File: src/rtl/board_pkg.sv
// Shared constants for the board control/status slice: FSM states, LED modes,
// parameter defaults and a counter-width helper.
package board_pkg;

  localparam logic [1:0] ST_HOLD = 2'd0;
  localparam logic [1:0] ST_RUN  = 2'd1;
  localparam logic [1:0] ST_DONE = 2'd2;

  localparam logic [1:0] MODE_DONE   = 2'b00;
  localparam logic [1:0] MODE_HB     = 2'b01;
  localparam logic [1:0] MODE_CNT_LO = 2'b10;
  localparam logic [1:0] MODE_CNT_HI = 2'b11;

  localparam int unsigned DEF_NUM_SW          = 4;
  localparam int unsigned DEF_NUM_LED         = 4;
  localparam int unsigned DEF_DEBOUNCE_CYCLES = 1000000;
  localparam int unsigned DEF_RESET_HOLD      = 16;
  localparam int unsigned DEF_BLINK_DIV       = 50000000;
  localparam int unsigned DEF_CNT_WIDTH       = 32;

  // Bits needed for a counter running 0..n-1 (never less than one bit).
  function automatic int unsigned cnt_bits(input int unsigned n);
    return (n > 1) ? $clog2(n) : 1;
  endfunction

endpackage

File: src/rtl/sw_debounce.sv
// Single-bit switch conditioner: 2-flop synchroniser followed by a stable
// counter that only lets a change through after DEBOUNCE_CYCLES steady cycles.
module sw_debounce
  import board_pkg::*;
#(
  parameter int unsigned DEBOUNCE_CYCLES = DEF_DEBOUNCE_CYCLES
) (
  input  logic clk,
  input  logic reset,
  input  logic sw,
  output logic db
);

  localparam int unsigned CW = cnt_bits(DEBOUNCE_CYCLES);

  logic          s1;
  logic          s2;
  logic [CW-1:0] cnt;

  // Counter restarts whenever the synchronised level agrees with the output.
  always_ff @(posedge clk) begin
    if (!reset) begin
      s1  <= 1'b0;
      s2  <= 1'b0;
      cnt <= '0;
      db  <= 1'b0;
    end else begin
      s1 <= sw;
      s2 <= s1;
      if (s2 == db) begin
        cnt <= '0;
      end else if (cnt == CW'(DEBOUNCE_CYCLES - 1)) begin
        db  <= s2;
        cnt <= '0;
      end else begin
        cnt <= cnt + CW'(1);
      end
    end
  end

endmodule

File: src/rtl/board_status_ctrl.sv
// Board control/status block: debounced switches, stretched core reset,
// run-cycle counter with sticky done, and switch-selected LED display.
module board_status_ctrl
  import board_pkg::*;
#(
  parameter int unsigned NUM_SW          = DEF_NUM_SW,
  parameter int unsigned NUM_LED         = DEF_NUM_LED,
  parameter int unsigned DEBOUNCE_CYCLES = DEF_DEBOUNCE_CYCLES,
  parameter int unsigned RESET_HOLD      = DEF_RESET_HOLD,
  parameter int unsigned BLINK_DIV       = DEF_BLINK_DIV,
  parameter int unsigned CNT_WIDTH       = DEF_CNT_WIDTH
) (
  input  logic                 clk,
  input  logic                 reset,
  input  logic [NUM_SW-1:0]    sw,
  input  logic                 core_done,
  output logic                 core_reset,
  output logic [NUM_LED-1:0]   led,
  output logic [NUM_SW-1:0]    sw_db,
  output logic [CNT_WIDTH-1:0] cycle_count,
  output logic                 done_latched
);

  localparam int unsigned HW = cnt_bits(RESET_HOLD);
  localparam int unsigned PW = cnt_bits(BLINK_DIV);

  logic [1:0]           state;
  logic [1:0]           state_nxt;
  logic [HW-1:0]        hold_cnt;
  logic [HW-1:0]        hold_nxt;
  logic [CNT_WIDTH-1:0] count_nxt;
  logic                 done_nxt;
  logic [PW-1:0]        pre;
  logic                 hb;
  logic [NUM_LED-1:0]   led_nxt;

  for (genvar i = 0; i < NUM_SW; i++) begin : g_db
    sw_debounce #(
      .DEBOUNCE_CYCLES(DEBOUNCE_CYCLES)
    ) u_db (
      .clk  (clk),
      .reset(reset),
      .sw   (sw[i]),
      .db   (sw_db[i])
    );
  end

  // Next-state logic; a run/reset request always wins over core_done.
  always_comb begin
    state_nxt = state;
    hold_nxt  = hold_cnt;
    count_nxt = cycle_count;
    done_nxt  = done_latched;
    case (state)
      ST_HOLD: begin
        count_nxt = '0;
        done_nxt  = 1'b0;
        if (sw_db[0]) begin
          hold_nxt = '0;
        end else if (hold_cnt == HW'(RESET_HOLD - 1)) begin
          state_nxt = ST_RUN;
          hold_nxt  = '0;
        end else begin
          hold_nxt = hold_cnt + HW'(1);
        end
      end
      ST_RUN: begin
        if (sw_db[0]) begin
          state_nxt = ST_HOLD;
          hold_nxt  = '0;
          count_nxt = '0;
          done_nxt  = 1'b0;
        end else if (core_done) begin
          state_nxt = ST_DONE;
          done_nxt  = 1'b1;
        end else if (cycle_count != '1) begin
          count_nxt = cycle_count + CNT_WIDTH'(1);
        end
      end
      ST_DONE: begin
        if (sw_db[0]) begin
          state_nxt = ST_HOLD;
          hold_nxt  = '0;
          count_nxt = '0;
          done_nxt  = 1'b0;
        end
      end
      default: begin
        state_nxt = ST_HOLD;
        hold_nxt  = '0;
      end
    endcase
  end

  always_comb begin
    led_nxt = '0;
    case (sw_db[2:1])
      MODE_DONE:   led_nxt = {NUM_LED{done_latched}};
      MODE_HB: begin
        led_nxt    = {NUM_LED{done_latched}};
        led_nxt[0] = hb;
      end
      MODE_CNT_LO: led_nxt = cycle_count[NUM_LED-1:0];
      MODE_CNT_HI: led_nxt = cycle_count[CNT_WIDTH-1 -: NUM_LED];
      default:     led_nxt = '0;
    endcase
  end

  always_ff @(posedge clk) begin
    if (!reset) begin
      state        <= ST_HOLD;
      hold_cnt     <= '0;
      cycle_count  <= '0;
      done_latched <= 1'b0;
      core_reset   <= 1'b1;
      led          <= '0;
    end else begin
      state        <= state_nxt;
      hold_cnt     <= hold_nxt;
      cycle_count  <= count_nxt;
      done_latched <= done_nxt;
      core_reset   <= (state_nxt == ST_HOLD);
      led          <= led_nxt;
    end
  end

  // Free-running heartbeat, independent of the FSM.
  always_ff @(posedge clk) begin
    if (!reset) begin
      pre <= '0;
      hb  <= 1'b0;
    end else if (pre == PW'(BLINK_DIV - 1)) begin
      pre <= '0;
      hb  <= ~hb;
    end else begin
      pre <= pre + PW'(1);
    end
  end

endmodule

File: config.mk
export PLATFORM = sky130hd
export DESIGN_NAME = board_status_ctrl
export DESIGN_NICKNAME = d
export VERILOG_FILES = /design/src/rtl/board_pkg.sv /design/src/rtl/sw_debounce.sv /design/src/rtl/board_status_ctrl.sv
export SDC_FILE = /design/constraint.sdc
export NUM_CORES = 1
export LEC_CHECK = 0
export CORE_AREA = 3 3 153 96
export CTS_BUF_LIST = sky130_fd_sc_hd__clkbuf_4 sky130_fd_sc_hd__clkbuf_8 sky130_fd_sc_hd__clkbuf_16
export CTS_CLUSTER_DIAMETER = 150
export DETAILED_ROUTE_END_ITERATION = 8
export DIE_AREA = 0 0 156 99
export DONT_BUFFER_PORTS = 1
export MAX_ROUTING_LAYER = met4
export PLACE_DENSITY_LB_ADDON = 0.15
export SLEW_MARGIN = 20
export SYNTH_ARGS = -nofsm -noshare
export SYNTH_HDL_FRONTEND = slang
export SYNTH_SLANG_ARGS = --single-unit
File: constraint.sdc
create_clock -name clk -period 2.4 [get_ports clk]
set_input_delay 0.36 -clock clk [delete_from_list [all_inputs] [get_ports clk]]
set_output_delay 0.36 -clock clk [all_outputs]
set_load 0.01 [all_outputs]
## Yosys cells after proc, flatten, opt, wreduce, memory -nomap -nowiden

Index checks and enable logic that the tools add are counted.
W data, S select, Z words.

- Bits in registers: 163
- Input bits: 7
- Output and inout bits: 42
- Word-level logic and storage cells: 94

- Bitwise operators: 6
- Multiplexer cells: 20
- Add/sub/neg operators: 7
- Reduce and logical (&&, ||, !) cells: 16
- Eq/ne operators: 21

Operators with widths:

| operator | number |
|---|---|
| $mux W32 | 4 |
| $pmux W32 S3 | 1 |
| $add A20 B1 Y20 const B | 4 |
| $eq A20 B20 Y1 const B | 4 |
| $add A32 B1 Y32 const B | 1 |
| $ne A32 B32 Y1 const B | 1 |
| $add A26 B1 Y26 const B | 1 |
| $eq A26 B26 Y1 const B | 1 |
| $pmux W4 S4 | 1 |
| $mux W4 | 3 |
| $reduce_or A3 Y1 | 4 |
| $mux W2 | 5 |
| $ne A3 B2 Y1 const B | 3 |
| $pmux W4 S2 | 1 |
| $reduce_and A2 Y1 | 4 |
| $eq A2 B2 Y1 const B | 3 |
| $logic_not A2 Y1 | 3 |
| $not A1 Y1 | 6 |
| $pmux W2 S3 | 1 |
| $add A4 B1 Y4 const B | 1 |
| $eq A1 B1 Y1 | 4 |
| $eq A2 B1 Y1 const B | 2 |
| $eq A4 B4 Y1 const B | 1 |
| $ne A2 B1 Y1 const B | 2 |
| 6 further kinds | 9 |

## Depth between registers and ports, before layout

Gate-level depths: netlist of the first run.

- Word-level depth: 5
- Mapped depth: 9
- Gate-level depth less buffers: 7

## Cells and area by module

A second synthesis of the first run with hierarchy kept.

- Cell total of the unflattened synthesis: 870
- Area total of the unflattened synthesis: 7455.9 um2

Modules (own cells, without submodules):

| module | cells each | times used | seq. area each (um2) | area each (um2) |
|---|---|---|---|---|
| sw_debounce | 112 | 4 | 460.4 | 988.4 |
| board_status_ctrl | 422 | 1 | 1421.4 | 3502.1 |

## Least setup slack after synthesis of the first run

No wires, ideal clock.

- Path kind: reg2reg
- Start: register state[1]
- End: register cycle_count[25]
- Cell stages (with the launch flop): 8
- Path slack: 165 ps
- Data arrival time: 2164 ps
- Clock period less this slack: 2235 ps
- Data required time: 2329 ps
- Buffers on the path: 0
- Library setup time: 71 ps
- Cell sequence: dfxtp_1 inv_1 ha_1 a21o_1 a21oi_1 o31ai_4 or4_2 a21oi_1

- Longest elaborated chain between the ends: 3
- Elaborated cells between the ends (all ways): 9
- Classes of those cells: eq/ne: 5; mux: 1; reduce/logical: 3

RTL lines:

| element | line | RTL |
|---|---|---|
| start, declared | board_status_ctrl.sv:27 | `logic [1:0] state;` |
| start signal, assigned | board_status_ctrl.sv:118 | `state <= state_nxt;` |
| $eq A2 B1 Y1 (tied with other cells) | board_status_ctrl.sv:54 | `case (state)` |
| $ne A3 B2 Y1 (no line) (tied with other cells) | - |  |
| $reduce_and A4 Y1 (no line) | - |  |
| end signal, assigned | board_status_ctrl.sv:120 | `cycle_count <= count_nxt;` |
| end, declared | board_status_ctrl.sv:20 | `output logic [CNT_WIDTH-1:0] cycle_count,` |

Parallel ways exist; a longest one is shown, timed or not.
A chain may end at the register's enable or synchronous reset.

## Worst setup path in the final report of the first run

- Start: register cycle_count[20]
- End: register cycle_count[31]

- Longest elaborated chain between the ends: 5
- Elaborated cells between the ends (all ways): 8
- Classes of those cells: add/sub: 1; eq/ne: 2; mux: 4; reduce/logical: 1

RTL lines:

| element | line | RTL |
|---|---|---|
| $add A32 B1 Y32 | board_status_ctrl.sv:77 | `count_nxt = cycle_count + CNT_WIDTH'(1);` |
| $mux W32 | board_status_ctrl.sv:76 | `end else if (cycle_count != '1) begin` |
| $mux W32 | board_status_ctrl.sv:73 | `end else if (core_done) begin` |
| $mux W32 | board_status_ctrl.sv:68 | `if (sw_db[0]) begin` |
| $pmux W32 S3 | board_status_ctrl.sv:54 |  |

Parallel ways exist; a longest one is shown, timed or not. The select of a mux whose other input is x is not followed.

==> summary.txt, run 1 <==
Outcome
  • Status: completed

Power and ir drop
  • Clk pwr share: 50.2%
  • Switching share of total power: between 20 and 25%
  • Maximum vdd drop: 0.342 mV
  • Comb pwr share: 1.2%
  • Leakage: 2.90 nW
  • Switching power: roughly 1.2 mW
  • Sequential share of power: 48.6%
  • PwrDens: about 650 nW/µm²
  • Internal power: 4.42 mW
  • Power Total: 5.63 mW

CTS
  • Total CTS buffers: 17
  • Post-CTS setup buffer count: 0
  • Clock slew at reported path FFs: roughly 0.070 ns
  • Hold buffer count at cts: 0
  • CTS tree: built
  • CTS Sinks: 163
  • Clock Latency Late Sink: 0.42 ns
  • Bufs on Longest Clock Path: 2
  • Clock root buffer master: clkbuf_16
  • CTS H-tree lvls: 4

Timing
  • Final Setup Violations: 0
  • Sum Neg Setup Slack: 0 ns
  • FMAX: 431 MHz
  • Period Utilization, post-route: 96.6%
  • Worst hold slack: 0.0707 ns
  • Final WS setup: 0.0807 ns
  • RSZ-0062 raised after global routing: true
  • Max-slew headroom: 62.9%
  • Hold Fails Final Rpt: 0
  • Least-Margin Pin Slew: ~0.55 ns
  • Max-slew violations: 0
  • Post-route minimum period: 2.32 ns
  • Clock Skew: 0.0120 ns

Yosys
  • Post-Syn Area: 7590 µm²
  • Synthesis Warnings: 0
  • Syn Nets: 903
  • Most used DFF post-synth: dfxtp_1
  • Ys async rst share: 0%
  • Number of distinct library cells after synthesis: 64
  • Yosys top cell by area: dfxtp_1
  • Area share of the largest cell type after synthesis: 43.0%
  • EDFF count, synth: 0
  • Synth cell count leaders: dfxtp_1, nor2_1, nand2_1, nand3_1, xor2_1
  • Synth area leaders: dfxtp_1, nor2_1, xor2_1
  • Cell with the most instances after synthesis: dfxtp_1
  • Register bit total from synthesis: roughly 160
  • Syn Inst Count: 885
  • Sequential fraction of the synthesis area: 43.0%
  • Syn avg cell area: 8.58 µm²

Drt
  • Average via count per standard cell: 5.94
  • Drt first-iter violations: approximately 580
  • Drt wl/cell: 16.3 µm
  • Routed via count: 6,586
  • Routed wire length: 18.1 mm
  • Drt first pass iters: 5
  • Residual DRC: 0
  • Final ANT Viol Nets: 0

Critical path
  • Setup crit end kind: flop
  • WS Path Type: reg2reg
  • Critical path peak fanout: 9
  • CP Launch Type: flop
  • Req. time, crit path: approximately 2.8 ns
  • CP arrival: 2.67 ns

Finish
  • # diodes: 0
  • Final core occ: between 60% and 70%
  • Area growth syn-to-layout: 14.1%
  • Fin nets: 939
  • Post-route cell area: 8660 µm²
  • Fin cells: 1,108
  • Layout cells sized above 1: 12.6%

Min path
  • Type of the tightest min-delay check: in2reg

Global route
  • Grt total ovfl: 0
  • First-pass GRT wire length: 30.4 mm
  • Largest net degree at the start of global routing: 26
  • Initial antenna violation count: 0
  • GRT Total Usage: 24.6%
  • Vias in the first global route: about 6,300

Run
  • Max-cap violations: 0

Placement
  • Buffers added on ports: 0
  • Placed cell areas: 8040 µm²
  • Pre-CTS setup slack: 0.00617 ns
  • GP Congestion: 0.926
  • DP HPWL: 12.7 mm
  • Placed Instances: around 1,100

Floorplan
  • Height of the chip: 99 µm
  • Core area: 13,400 µm²
  • Die area: 15,400 µm²
  • Die W: ~160 µm
  • I/O Pins: 49
  • Row count: 33
  • Initial Utilization: between 50% and 60%
## worst paths after layout
kind,endpoint,depth (start not counted),slack (ns),from
max,cycle_count[31],5,0.08,cycle_count[20]
min,cycle_count[14],1,0.07,reset
max reg2reg,cycle_count[31],5,0.08,cycle_count[20]
min reg2reg,g_db[2].u_db.s2,1,0.44,g_db[2].u_db.s1
## layout make-up
class / count / area [µm²]
clock inverter: 13 / 173
fill: 1092 / 4760
timing repair buffer: 52 / 410
multi-input combinational: 669 / 4100
inverter: 18 / 67.6
tap: 175 / 219
sequential: 163 / 3260
clock buffer: 18 / 433
## critical path: stages (launching register included)
cell and delay, ns:
dfxtp_1 0.48, and4_2 0.31, nand4_1 0.15, or4_1 0.64, or4_1 0.53, a21oi_1 0.16
## power groups by stage
stage                     Clock, mW  Sequential [mW]  Combinational [mW]
after CTS                      2.87             2.73              0.0680
after detailed placement          0             2.80              0.0673
after floorplan                   0             2.79              0.0532
final                          2.82             2.74              0.0682
after global placement            0             2.80              0.0635
after global routing           2.97             2.74              0.0782
## flip-flops by register name, indices dropped and copies added (netlist names)
signal and flops:
led 4, g_db.u_db.s2 4, done_latched 1, hb 1
state 2, g_db.u_db.s1 4, pre 26, core_reset 1
g_db.u_db.cnt 80, hold_cnt 4, g_db.u_db.db 4, cycle_count 32
## metal layers
metal	GRT usage (%)	wire length, µm	part of all wire, %	up-vias
met5	-	0	0	-
met4	8.14	249	1.4	0
met3	5.13	1180	6.5	32
met2	37.1	8150	45	220
met1	33.2	8510	47	3151
li1	-	-	-	3183
## placed cells by master (no fill, tap or decap), drive strengths merged, types with 7 or more instances in the layout
master,instances
dfxtp,163
nor2,147
nand2,60
nand3,55
buf,52
xor2,50
xnor2,49
a21oi,48
nand4,39
inv,24
nor3,23
o21ai,23
and3,18
nor4,18
clkbuf,18
and2,17
or3,16
and4,15
ha,11
or4,9
mux2i,8
o31ai,8
a31oi,7
## repair_timing
action,4_1_cts,5_1_grt
endpoints found under the setup margin,1,21
gates cloned,0,0
hold endpoints to repair,0,0
gates resized for setup,1,4
pin swaps,0,0
## cell families (layout without fill, tap and decap cells)
logic type               Yosys count  in the layout  synth area share (%)
AND/OR/NAND/NOR                  440            440                  29.9
flip-flops                       163            163                  43.0
AO/OA/AOI/OAI                    109            109                  9.25
XOR/XNOR                          99             99                  11.4
buffers and inverters             53            101                  3.15
adder cells (fa/ha/maj)           11             11                  1.81
multiplexers                      10             10                  1.50
Note: power is estimated with default switching activity, not from simulation.
==> run 2: changes to the inputs <==
- SLEW_MARGIN: 20 -> default
==> results of run 2 <==
Same layout as run 1: the final DEF is identical, and so are final timing and power.
==> run 3: changes to the inputs <==
- ABC_AREA: default -> 1
- CORE_AREA: 3 3 153 96 -> 3 3 163 101
- DIE_AREA: 0 0 156 99 -> 0 0 166 104
==> run 3 against run 2 <==
Net effect: clock skew grew 0.0016 ns; critical path depth grew 5; sequential cell count is the same; total power shrank 1.5%; synthesized area grew 15%; register-to-register slack gained 0.16 ns; worst setup slack gained 0.16 ns; synthesized cell count grew 51%; non-clock buffer count shrank 31; critical path type unchanged; highest routed layer unchanged.
==> summary.txt, run 3 <==
Yosys
  • Simple-Gate Fraction of Synth Area: 41.5% (was 29.9%)
  • Synth cell count leaders: nand2_1, nor2_1, inv_1, dfxtp_1, nand3_1 (was dfxtp_1, nor2_1, nand2_1, nand3_1, xor2_1)
  • Most used DFF post-synth: dfxtp_1 (unchanged)
  • Synthesis Warnings: 0 (unchanged)
  • Synth area leaders: dfxtp_1, nand2_1, nor2_1 (was dfxtp_1, nor2_1, xor2_1)
  • Syn Nets: 1,355 (was 903)
  • Post-synthesis xor/xnor area fraction: 3.32% (was 11.4%)
  • Area share of the largest cell type after synthesis: 37.4% (was 43.0%)
  • Register bit total from synthesis: 163 (unchanged)
  • Ys async rst share: 0% (unchanged)
  • Post-Syn Area: 8720 µm² (was 7590 µm²)
  • Number of distinct library cells after synthesis: 39 (was 64)
  • Yosys top cell by area: dfxtp_1 (unchanged)
  • Compound-Gate Fraction of Synth Area: 6.36% (was 9.25%)
  • Main combinational cell family by area after synthesis: simple AND/OR/NAND/NOR gates (unchanged)
  • Syn avg cell area: 6.52 µm² (was 8.58 µm²)
  • Multiplexer share of the synthesized area: 0% (was 1.50%)
  • Post-synthesis adder-cell area fraction: 1.58% (was 1.81%)
  • EDFF count, synth: 0 (unchanged)
  • Cell with the most instances after synthesis: nand2_1 (was dfxtp_1)
  • Sequential fraction of the synthesis area: 37.4% (was 43.0%)
  • Syn Inst Count: 1,337 (was 885)

Drt
  • Drt first-iter violations: 766 (was 584)
  • Final ANT Viol Nets: 0 (unchanged)
  • Met2 routed WL: 8.19 mm (was 8.15 mm)
  • DR top layer: met4 (unchanged)
  • Routed wire length: 20.6 mm (was 18.1 mm)
  • Met3 wire length: 1.80 mm (was 1.18 mm)
  • Drt first pass iters: 6 (was 5)
  • Routed via count: 8,146 (was 6,586)
  • Post-Route M1 WL: 10.5 mm (was 8.51 mm)
  • Residual DRC: 0 (unchanged)
  • Drt wl/cell: 13.2 µm (was 16.3 µm)
  • Average via count per standard cell: 5.21 (was 5.94)

Finish
  • Layout cells sized above 1: 6.84% (was 12.6%)
  • Fin nets: 1,365 (was 939)
  • Top reg by flops: g_db.u_db.cnt (unchanged)
  • Area of the multi-input gates: 4600 µm² (was 4100 µm²)
  • Most common cell after layout, fill and taps aside: nand2_1 (was dfxtp_1)
  • Storage cell area: 3260 µm² (about the same)
  • Largest registers in the final layout: g_db.u_db.cnt: 80 flops, cycle_count: 32 flops, pre: 26 flops (unchanged)
  • Area growth syn-to-layout: 9.62% (was 14.1%)
  • FILL cells: 1,393 (was 1,092)
  • Most frequent cells in the layout: nand2_1, nor2_1, inv_1, dfxtp_1, nand3_1 (was dfxtp_1, nor2_1, nand2_1, nand3_1, xor2_1)
  • # diodes: 0 (unchanged)
  • Largest register FFs: 80 (unchanged)

CTS
  • Clock root buffer master: clkbuf_16 (unchanged)
  • Total CTS buffers: 17 (unchanged)
  • Post-CTS setup buffer count: 0 (unchanged)
  • Clock Latency Late Sink: 0.43 ns (was 0.42 ns)
  • CTS H-tree lvls: 4 (unchanged)
  • CTS tree: built (unchanged)
  • Post_cts resized: 0 (was 1)
  • Hold buffer count at cts: 0 (unchanged)
  • CTS Sinks: 163 (unchanged)
  • Clock slew at reported path FFs: 0.06 ns (was 0.07 ns)
  • Bufs on Longest Clock Path: 2 (unchanged)

Power and ir drop
  • Clk pwr share: 49.7% (was 50.2%)
  • Power Total: 5.54 mW (was 5.63 mW)
  • Switching share of total power: 21.1% (was 21.5%)
  • PwrDens: 580 nW/µm² (was 650 nW/µm²)
  • Switching power: 1.17 mW (was 1.21 mW)
  • Leakage: 3.55 nW (was 2.90 nW)
  • Maximum vdd drop: 0.438 mV (was 0.342 mV)
  • Comb pwr share: 1.0% (was 1.2%)
  • Sequential share of power: 49.3% (was 48.6%)
  • Internal power: 4.37 mW (was 4.42 mW)

Floorplan
  • I/O Pins: 49 (unchanged)
  • Core area: 15,200 µm² (was 13,400 µm²)
  • Die W: 166 µm (was 156 µm)
  • Height of the chip: 104 µm (was 99 µm)
  • Initial Utilization: 57.4% (was 56.6%)
  • Die area: 17,300 µm² (was 15,400 µm²)
  • Row count: 35 (was 33)

Critical path
  • Critical path peak fanout: 22 (was 9)
  • CP arrival: 2.46 ns (was 2.67 ns)
  • Largest delay contributor family on the critical path: simple AND/OR/NAND/NOR gates (unchanged)
  • Crit path cell chain: ha_1 > nand2_2 > nor2_8 > nand3_4 > nor2_8 > nand2_4 > nand2_4 > inv_4 > nor2_1 > a21oi_1 (was and4_2 > nand4_1 > or4_1 > or4_1 > a21oi_1)
  • CP max stage delay: 0.46 ns (was 0.64 ns)
  • Critical path buffers and inverters: 1 (was 0)
  • CP Launch Type: flop (unchanged)
  • WS Path Type: reg2reg (unchanged)
  • Slowest CP cell: dfxtp_1 (was or4_1)
  • Req. time, crit path: 2.70 ns (was 2.75 ns)
  • Setup crit end kind: flop (unchanged)

Timing
  • RSZ-0062 raised after global routing: false (was true)
  • Clock Skew: 0.0136 ns (was 0.0120 ns)
  • Final Setup Violations: 0 (unchanged)
  • Max-slew violations: 0 (unchanged)
  • Sum Neg Setup Slack: 0 ns (unchanged)
  • Least-Margin Pin Slew: 0.526 ns (was 0.552 ns)
  • Period Utilization, post-route: 89.9% (was 96.6%)
  • FMAX: 463 MHz (was 431 MHz)
  • Post-route minimum period: 2.16 ns (was 2.32 ns)
  • Hold Fails Final Rpt: 0 (unchanged)
  • Worst hold slack: 0.0374 ns (was 0.0707 ns)
  • Max-slew headroom: 64.9% (was 62.9%)

Placement
  • DP HPWL: 14.9 mm (was 12.7 mm)
  • GP Congestion: 0.938 (was 0.926)
  • Buffers added on ports: 0 (unchanged)

Global route
  • First-pass GRT wire length: 35.2 mm (was 30.4 mm)
  • Initial antenna violation count: 0 (unchanged)
  • Largest net degree at the start of global routing: 44 (was 26)
  • GRT Total Usage: 24.7% (was 24.6%)
  • Vias in the first global route: 7,316 (was 6,317)
  • Grt total ovfl: 0 (unchanged)

Outcome
  • Status: completed (unchanged)

Min path
  • Type of the tightest min-delay check: in2reg (unchanged)

Run
  • Max-cap violations: 0 (unchanged)
[run 3: layer usage]
metal / vias up / track usage (%)
met5: - / -
met4: 0 / 5.46
met3: 23 / 6.23
met2: 292 / 34.6
met1: 3577 / 35.9
li1: 4254 / -
[run 3: cell type report]
cell class,count,area share [%]
flip-flops and latches,163,34.1
clock inverters,10,1.28
clock buffers,22,4.98
well taps,203,2.66
multi-input cells,962,48.1
repair buffers,21,1.65
inverters,182,7.18
[run 3: logic make-up after synthesis]
logic type | Yosys count
AND/OR/NAND/NOR | 813
buffers and inverters | 212
flip-flops | 163
AO/OA/AOI/OAI | 105
XOR/XNOR | 33
adder cells (fa/ha/maj) | 11
[run 3: final timing paths]
kind / from / endpoint / slack [ns] / cells past startpoint
setup / recovery: cycle_count[1] / cycle_count[1] / 0.24 / 10
hold / removal: reset / g_db[2].u_db.s2 / 0.04 / 2
setup reg to reg: cycle_count[1] / cycle_count[1] / 0.24 / 10
hold reg to reg: g_db[2].u_db.s1 / g_db[2].u_db.s2 / 0.41 / 2
[run 3: power by group through the flow]
stage | combinational (mW) | sequential (mW) | clock [mW]
finish | 0.0538 | 2.73 | 2.75
floorplan | 0.0520 | 2.79 | 0
global route | 0.0622 | 2.73 | 2.92
detailed placement | 0.0537 | 2.79 | 0
CTS | 0.0541 | 2.73 | 2.81
global placement | 0.0524 | 2.79 | 0
[run 3: worst register-to-register path, delay by kind of cell (launching register included)]
| kind | cells | cell delay (ns) |
|---|---|---|
| and+or+nand+nor | 7 | 1.11 |
| buffers and inverters | 1 | 0.17 |
| DFF | 1 | 0.46 |
| adders and majority gates | 1 | 0.26 |
| AOI/OAI and AO/OA | 1 | 0.05 |
[run 3: metrics by stage]
stage | utilization [%] | worst slack (ns) | std cells | area [µm²]
2_1_floorplan | - | 0.717 | 1337 | 8720
3_3_place_gp | 58.9 | 0.311 | 1531 | 8960
3_5_place_dp | 58.9 | 0.252 | 1531 | 8960
4_1_cts | 62.9 | 0.239 | 1563 | 9560
5_1_grt | 62.9 | 0.0377 | 1563 | 9560
6_report | 62.9 | 0.242 | 1563 | 9560
